[src/rtl/alu_issue_if.sv]
// Decode-side issue channel: one decoded instruction per valid/ready handshake.
interface alu_issue_if #(
    parameter int REG_FILE_WIDTH = 32,
    parameter int REG_ADDR_WIDTH = 5
);
    logic                      in_valid;
    logic                      in_ready;
    logic [5:0]                in_op;
    logic [REG_ADDR_WIDTH-1:0] in_rd;
    logic [REG_ADDR_WIDTH-1:0] in_rs1;
    logic [REG_ADDR_WIDTH-1:0] in_rs2;
    logic [REG_FILE_WIDTH-1:0] in_imm;
    logic                      in_use_imm;

    modport master (
        output in_valid, in_op, in_rd, in_rs1, in_rs2, in_imm, in_use_imm,
        input  in_ready
    );

    modport slave (
        input  in_valid, in_op, in_rd, in_rs1, in_rs2, in_imm, in_use_imm,
        output in_ready
    );
endinterface

[src/rtl/alu_issue.sv]
// Multicycle issue/writeback sequencer: reads operands, holds ALU inputs for the
// op's latency, then writes the ALU result (or zero-extended compare) back.
module alu_issue #(
    parameter int REG_FILE_WIDTH = 32,
    parameter int REG_ADDR_WIDTH = 5,
    parameter int MUL_LATENCY    = 4
) (
    input  logic                      clk,
    input  logic                      reset,
    alu_issue_if.slave                dec,
    output logic [REG_ADDR_WIDTH-1:0] rf_ra1,
    output logic [REG_ADDR_WIDTH-1:0] rf_ra2,
    input  logic [REG_FILE_WIDTH-1:0] rf_rd1,
    input  logic [REG_FILE_WIDTH-1:0] rf_rd2,
    output logic [5:0]                alu_op,
    output logic [REG_FILE_WIDTH-1:0] alu_x,
    output logic [REG_FILE_WIDTH-1:0] alu_y,
    input  logic [REG_FILE_WIDTH-1:0] alu_w,
    input  logic                      alu_cmp,
    output logic                      wb_en,
    output logic [REG_ADDR_WIDTH-1:0] wb_addr,
    output logic [REG_FILE_WIDTH-1:0] wb_data,
    output logic                      busy,
    output logic                      err_op
);
    localparam logic [1:0] ST_IDLE = 2'd0;
    localparam logic [1:0] ST_READ = 2'd1;
    localparam logic [1:0] ST_EXEC = 2'd2;
    localparam logic [1:0] ST_WB   = 2'd3;

    localparam logic [5:0] OP_ADD = 6'h00;
    localparam logic [5:0] OP_SUB = 6'h01;
    localparam logic [5:0] OP_MUL = 6'h02;
    localparam logic [5:0] OP_LT  = 6'h09;
    localparam logic [5:0] OP_GT  = 6'h0A;
    localparam logic [5:0] OP_EQ  = 6'h0B;

    localparam int CNT_W = (MUL_LATENCY > 1) ? $clog2(MUL_LATENCY) : 1;

    logic [1:0]                state_reg;
    logic [CNT_W-1:0]          cnt_reg;
    logic [5:0]                op_reg;
    logic [REG_ADDR_WIDTH-1:0] rd_reg;
    logic [REG_ADDR_WIDTH-1:0] rs1_reg;
    logic [REG_ADDR_WIDTH-1:0] rs2_reg;
    logic [REG_FILE_WIDTH-1:0] imm_reg;
    logic                      use_imm_reg;
    logic [REG_FILE_WIDTH-1:0] y_next;
    logic                      op_supported;
    logic                      op_is_cmp;

    assign dec.in_ready = !reset && (state_reg == ST_IDLE);
    assign busy         = (state_reg != ST_IDLE);
    assign rf_ra1       = rs1_reg;
    assign rf_ra2       = rs2_reg;

    assign op_supported = (op_reg == OP_ADD) || (op_reg == OP_SUB) || (op_reg == OP_MUL) ||
                          (op_reg == OP_LT)  || (op_reg == OP_GT)  || (op_reg == OP_EQ);
    // alu_op is stable through EXEC, so it selects the capture format.
    assign op_is_cmp    = (alu_op == OP_LT) || (alu_op == OP_GT) || (alu_op == OP_EQ);

    genvar gi;
    generate
        for (gi = 0; gi < REG_FILE_WIDTH; gi++) begin : g_ysel
            assign y_next[gi] = use_imm_reg ? imm_reg[gi] : rf_rd2[gi];
        end
    endgenerate

    always_ff @(posedge clk) begin
        if (reset) begin
            state_reg <= ST_IDLE;
            cnt_reg   <= '0;
            alu_op    <= '0;
            alu_x     <= '0;
            alu_y     <= '0;
            wb_en     <= 1'b0;
            wb_addr   <= '0;
            wb_data   <= '0;
            err_op    <= 1'b0;
        end else begin
            wb_en  <= 1'b0;
            err_op <= 1'b0;
            case (state_reg)
                ST_IDLE: begin
                    if (dec.in_valid) begin
                        op_reg      <= dec.in_op;
                        rd_reg      <= dec.in_rd;
                        rs1_reg     <= dec.in_rs1;
                        rs2_reg     <= dec.in_rs2;
                        imm_reg     <= dec.in_imm;
                        use_imm_reg <= dec.in_use_imm;
                        state_reg   <= ST_READ;
                    end
                end
                ST_READ: begin
                    alu_op  <= op_reg;
                    alu_x   <= rf_rd1;
                    alu_y   <= y_next;
                    cnt_reg <= (op_reg == OP_MUL) ? CNT_W'(MUL_LATENCY - 1) : '0;
                    if (op_supported) begin
                        state_reg <= ST_EXEC;
                    end else begin
                        err_op    <= 1'b1;
                        state_reg <= ST_IDLE;
                    end
                end
                ST_EXEC: begin
                    if (cnt_reg == '0) begin
                        wb_data   <= op_is_cmp ? {{(REG_FILE_WIDTH-1){1'b0}}, alu_cmp} : alu_w;
                        wb_addr   <= rd_reg;
                        // r0 is hardwired zero: pass through WB without writing.
                        wb_en     <= (rd_reg != '0);
                        state_reg <= ST_WB;
                    end else begin
                        cnt_reg <= cnt_reg - 1'b1;
                    end
                end
                default: state_reg <= ST_IDLE;
            endcase
        end
    end
endmodule

[src/flat_wrapper.sv]
// flat-port wrapper written by rule: the top's interface ports become plain ports
module alu_issue_flat 
#(
    parameter int REG_FILE_WIDTH = 32,
    parameter int REG_ADDR_WIDTH = 5,
    parameter int MUL_LATENCY    = 4
)
  (clk, reset, rf_ra1, rf_ra2, rf_rd1, rf_rd2, alu_op, alu_x, alu_y, alu_w, alu_cmp, wb_en, wb_addr, wb_data, busy, err_op, dec_in_valid, dec_in_op, dec_in_rd, dec_in_rs1, dec_in_rs2, dec_in_imm, dec_in_use_imm, dec_in_ready);
  alu_issue_if #(.REG_FILE_WIDTH(REG_FILE_WIDTH), .REG_ADDR_WIDTH(REG_ADDR_WIDTH)) dec_i ();
  input  logic clk;
  input  logic reset;
  output logic [REG_ADDR_WIDTH-1:0] rf_ra1;
  output logic [REG_ADDR_WIDTH-1:0] rf_ra2;
  input  logic [REG_FILE_WIDTH-1:0] rf_rd1;
  input  logic [REG_FILE_WIDTH-1:0] rf_rd2;
  output logic [5:0] alu_op;
  output logic [REG_FILE_WIDTH-1:0] alu_x;
  output logic [REG_FILE_WIDTH-1:0] alu_y;
  input  logic [REG_FILE_WIDTH-1:0] alu_w;
  input  logic alu_cmp;
  output logic wb_en;
  output logic [REG_ADDR_WIDTH-1:0] wb_addr;
  output logic [REG_FILE_WIDTH-1:0] wb_data;
  output logic busy;
  output logic err_op;
  input wire logic [$bits(dec_i.in_valid)-1:0] dec_in_valid;
  input wire logic [$bits(dec_i.in_op)-1:0] dec_in_op;
  input wire logic [$bits(dec_i.in_rd)-1:0] dec_in_rd;
  input wire logic [$bits(dec_i.in_rs1)-1:0] dec_in_rs1;
  input wire logic [$bits(dec_i.in_rs2)-1:0] dec_in_rs2;
  input wire logic [$bits(dec_i.in_imm)-1:0] dec_in_imm;
  input wire logic [$bits(dec_i.in_use_imm)-1:0] dec_in_use_imm;
  output wire logic [$bits(dec_i.in_ready)-1:0] dec_in_ready;
  assign dec_i.in_valid = dec_in_valid;
  assign dec_i.in_op = dec_in_op;
  assign dec_i.in_rd = dec_in_rd;
  assign dec_i.in_rs1 = dec_in_rs1;
  assign dec_i.in_rs2 = dec_in_rs2;
  assign dec_i.in_imm = dec_in_imm;
  assign dec_i.in_use_imm = dec_in_use_imm;
  assign dec_in_ready = dec_i.in_ready;
  alu_issue #(.REG_FILE_WIDTH(REG_FILE_WIDTH), .REG_ADDR_WIDTH(REG_ADDR_WIDTH), .MUL_LATENCY(MUL_LATENCY)) u_core (.clk(clk), .reset(reset), .dec(dec_i), .rf_ra1(rf_ra1), .rf_ra2(rf_ra2), .rf_rd1(rf_rd1), .rf_rd2(rf_rd2), .alu_op(alu_op), .alu_x(alu_x), .alu_y(alu_y), .alu_w(alu_w), .alu_cmp(alu_cmp), .wb_en(wb_en), .wb_addr(wb_addr), .wb_data(wb_data), .busy(busy), .err_op(err_op));
endmodule
[config.mk]
export PLATFORM = sky130hd
export DESIGN_NAME = alu_issue_flat
export DESIGN_NICKNAME = d
export VERILOG_FILES = /design/src/rtl/alu_issue_if.sv /design/src/rtl/alu_issue.sv /design/src/flat_wrapper.sv
export SDC_FILE = /design/constraint.sdc
export NUM_CORES = 1
export LEC_CHECK = 0
export ABC_CLOCK_PERIOD_IN_PS = 7500
export CELL_PAD_IN_SITES_DETAIL_PLACEMENT = 1
export CELL_PAD_IN_SITES_GLOBAL_PLACEMENT = 2
export CORE_MARGIN = 2
export CORE_UTILIZATION = 27
export DETAILED_ROUTE_END_ITERATION = 6
export GPL_TIMING_DRIVEN = 0
export PLACE_DENSITY = 0.83
export RECOVER_POWER = 50
export SYNTH_ARGS = -nofsm -noshare
export SYNTH_HDL_FRONTEND = slang
export SYNTH_SLANG_ARGS = --single-unit
[constraint.sdc]
create_clock -name clk -period 7.5 [get_ports clk]
set_input_delay 1.125 -clock clk [delete_from_list [all_inputs] [get_ports clk]]
set_output_delay 1.125 -clock clk [all_outputs]
set_load 0.01 [all_outputs]
==> qor_table.md <==
| Result | Value |
|:---|:---|
| Status | finished, violations left |
| Failing checks | capacitance limit, slew limit |
| Power density over the cells | 216 nW/um^2 |
| CP Data Required Time | 7.51 ns |
| Die Footprint | 24400 um^2 |
| Mapped Cells | 573 |
| Most common cell after layout, fill and taps aside | sky130_fd_sc_hd__clkdlybuf4s50_1 |
| Area share of the largest cell type after synthesis | 36.2% |
| Setup Fix Bufs, Post-CTS | 0 |
| DRT Pass-1 Iters | 4 |
| Share of the clock period used by the worst path | 57.8% |
| Dominant cells by area after synthesis | sky130_fd_sc_hd__dfxtp_1 (36%), sky130_fd_sc_hd__edfxtp_1 (26%), sky130_fd_sc_hd__nand2_1 (7.1%) |
| Final cell count without fillers | 1167 |
| Post-cts hold buffer count | 0 |
| Top library cells by usage in the layout, fill and taps aside | sky130_fd_sc_hd__clkdlybuf4s50_1 (218), sky130_fd_sc_hd__nand2_1 (118), sky130_fd_sc_hd__dfxtp_1 (113) |
| Netlist cell types | 34 |
| Pre-CTS worst setup slack | 4.34 ns |
| First-pass GRT wire length | 31200 um |
| Number of top-level pins | 275 |
| Area of the core | 22600 um^2 |
| Count of buffers inserted at the top-level ports | 273 |
| Maximum vdd drop | 0.000128 V |
| Final number of setup-violating endpoints | 0 |
| Horiz. Die Dim | 156 um |
| DRC Markers | 0 |
| Core utilization of the finished layout | 43.8% |
| Synthesized area per cell | 10.9 um^2 |
| CP Class | in2reg |
| Dominant cell type by area after synthesis | sky130_fd_sc_hd__dfxtp_1 |
| Fin worst setup slack | 3.16 ns |
| Top fanout value on the critical path | 37 |
| Drt initial violations | 155 |
| Unrepaired setup endpoints after global routing | false |
| Clock tree from TritonCTS | built |
| Aggregate global routing overflow | 0 |
| Root buffer cell | sky130_fd_sc_hd__clkbuf_16 |
| Row Count | 55 |
| Count of endpoints failing hold in the final timing report | 0 |
| Post-synthesis sequential area ratio | 62.2% |
| Critical path data arrival time | 4.34 ns |
| Initial cell density of the core | 27.6% |
| Number of instances resized during post-cts repair | 0 |
| Critical Path Start Type | input port |
| Placer congestion estimate | 0.710 |
| Via density per instance | 4.49 |
| Cell-by-cell trace of the critical path | dlygate4sd3_1 -> and2_0 -> clkbuf_1 |
| Max-slew violation total from the final report | 38 |
| Buffers from clock root to sink, at most | 2 |
| Peak per-stage delay on the critical path | 1.58 ns |
| Cts bufs inserted | 17 |
| Proportion of register bits with asynchronous set or reset after synthesis | 0% |
| Relative area change from synthesis to final layout | 59.0% |
| Clock slew seen by the registers of the worst setup and hold paths | 0.07 ns |
| Total number of vias | 5243 |
| Leakage power total | 3.51 nW |
| Post-Synthesis Net Count | 728 |
| Critical path buffers and inverters | 2 |
| Total standard cell area after synthesis | 6240 um^2 |
| Max-cap check violation count | 1 |
| Worst relative slew slack | -41.0% |
| Detailed Place HPWL | 14900 um |
| Clk_lat worst skew | 0.43 ns |
| Worst-margin pin slew | 2.11 ns |
| Height of the chip | 156 um |
| Class of the tightest hold or removal check | reg2reg |
| Clock skew | 0.0147 ns |
| Main flop type after synthesis | sky130_fd_sc_hd__dfxtp_1 |
| Synthesis-stage register bit count | 167 |
| Layout cell share with drive strength beyond 1 | 8.65% |
| Post-detailed-route wirelength per cell | 17.2 um |
| Inst Count DP | 1132 |
| Yosys warnings | 0 |
| Sinks on Clock Net | 167 |
| Top delay family on crit path | buffers and inverters |
| Number of flops mapped to enable cells by yosys | 54 |
| Critical Path End Type | flip-flop |
| Pin count of the biggest net entering global routing | 38 |
| Worst hold margin | 0.454 ns |
| GRT Overall Usage | 16.7% |
| TNS Setup | 0 ns |
| Total number of H-tree levels | 4 |
| Number of antenna violations at the first check in global routing | 4 |
| Cell with the biggest individual delay on the critical path | sky130_fd_sc_hd__clkbuf_1 |
| Layout Nets | 1021 |
| Number of global-route vias before repair | 5606 |
| Number of nets with antenna violations after detailed routing | 0 |
| Period minus WS final | 4.34 ns |
| Timing-limited maximum frequency | 231 MHz |
| Post-detailed-routing wire length | 20100 um |
[path summary, 6_finish.rpt]
check	start	endpoint	slack, ns	cells past startpoint
worst max register to register	u_core.state_reg[1]	u_core.rf_ra1[0]	3.55	5
worst min register to register	u_core.alu_x[8]	u_core.alu_x[8]	0.45	2
worst max-delay path	dec_in_valid	u_core.rf_ra1[0]	3.16	3
worst min-delay path	u_core.alu_x[8]	u_core.alu_x[8]	0.45	2
[logic make-up after synthesis]
| logic type | Yosys count | synth area share [%] |
|---|---|---|
| flops | 167 | 62.2 |
| compound gates | 148 | 17.2 |
| simple gates | 173 | 11.3 |
| fa+ha+maj | 1 | 0.200 |
| buf+inv | 51 | 3.83 |
| mux | 33 | 5.29 |
[worst reg2reg max path, cell delays in order (launching register included)]
cell and delay [ns]:
sky130_fd_sc_hd__dfxtp_1 0.29, sky130_fd_sc_hd__buf_2 0.15, sky130_fd_sc_hd__or2_2 0.30, sky130_fd_sc_hd__nor2_1 0.12, sky130_fd_sc_hd__and2_0 1.06, sky130_fd_sc_hd__clkbuf_1 1.58
[per-stage QoR]
stage	instance area (um^2)	power [W]
floorplan	6240	0.00111
global placement	9330	0.00128
detailed placement	9350	0.00128
CTS	9950	0.00219
global route	9920	0.00225
finish	9920	0.00214
[metal layers]
layer,vias to the layer above,share of wire (%),GRT usage (%)
li1,2610,-,-
met1,2434,43,20.3
met2,179,47,27.6
met3,18,8.4,6.39
met4,2,1.1,4.54
met5,-,0.065,0
[cells in the mapped netlist, types with 2 or more instances]
| library cell | count |
|---|---|
| sky130_fd_sc_hd__nor3_1 | 5 |
| sky130_fd_sc_hd__nand2_1 | 118 |
| sky130_fd_sc_hd__a211oi_1 | 34 |
| sky130_fd_sc_hd__nor2_1 | 36 |
| sky130_fd_sc_hd__dfxtp_1 | 113 |
| sky130_fd_sc_hd__nand3b_1 | 2 |
| sky130_fd_sc_hd__o21ai_0 | 2 |
| sky130_fd_sc_hd__buf_2 | 17 |
| sky130_fd_sc_hd__edfxtp_1 | 54 |
| sky130_fd_sc_hd__buf_6 | 3 |
| sky130_fd_sc_hd__nor3b_1 | 2 |
| sky130_fd_sc_hd__nand2b_1 | 2 |
| sky130_fd_sc_hd__a311oi_1 | 2 |
| sky130_fd_sc_hd__inv_1 | 2 |
| sky130_fd_sc_hd__mux2i_1 | 33 |
| sky130_fd_sc_hd__o211ai_2 | 30 |
| sky130_fd_sc_hd__a21oi_1 | 75 |
| sky130_fd_sc_hd__clkbuf_1 | 27 |
[power breakdown]
part / switching (W) / internal [W] / total, W
Combinational: 0.000117 / 0.000140 / 0.000257
Clock: 0.000394 / 0.000501 / 0.000895
Sequential: 0.0000175 / 0.000974 / 0.000992
Total: 0.000528 / 0.00162 / 0.00214
[final cells by class]
| type | instances | area [um^2] |
|---|---|---|
| repair buffers | 274 | 2740 |
| well taps | 285 | 357 |
| inverters | 2 | 7.51 |
| multi-input cells | 355 | 2110 |
| clock buffers | 18 | 429 |
| plain buffers | 49 | 224 |
| diodes | 3 | 7.51 |
| flip-flops and latches | 167 | 3880 |
| fillers | 2491 | 12700 |
| clock inverters | 14 | 165 |
(Power assumes the default switching activity.)
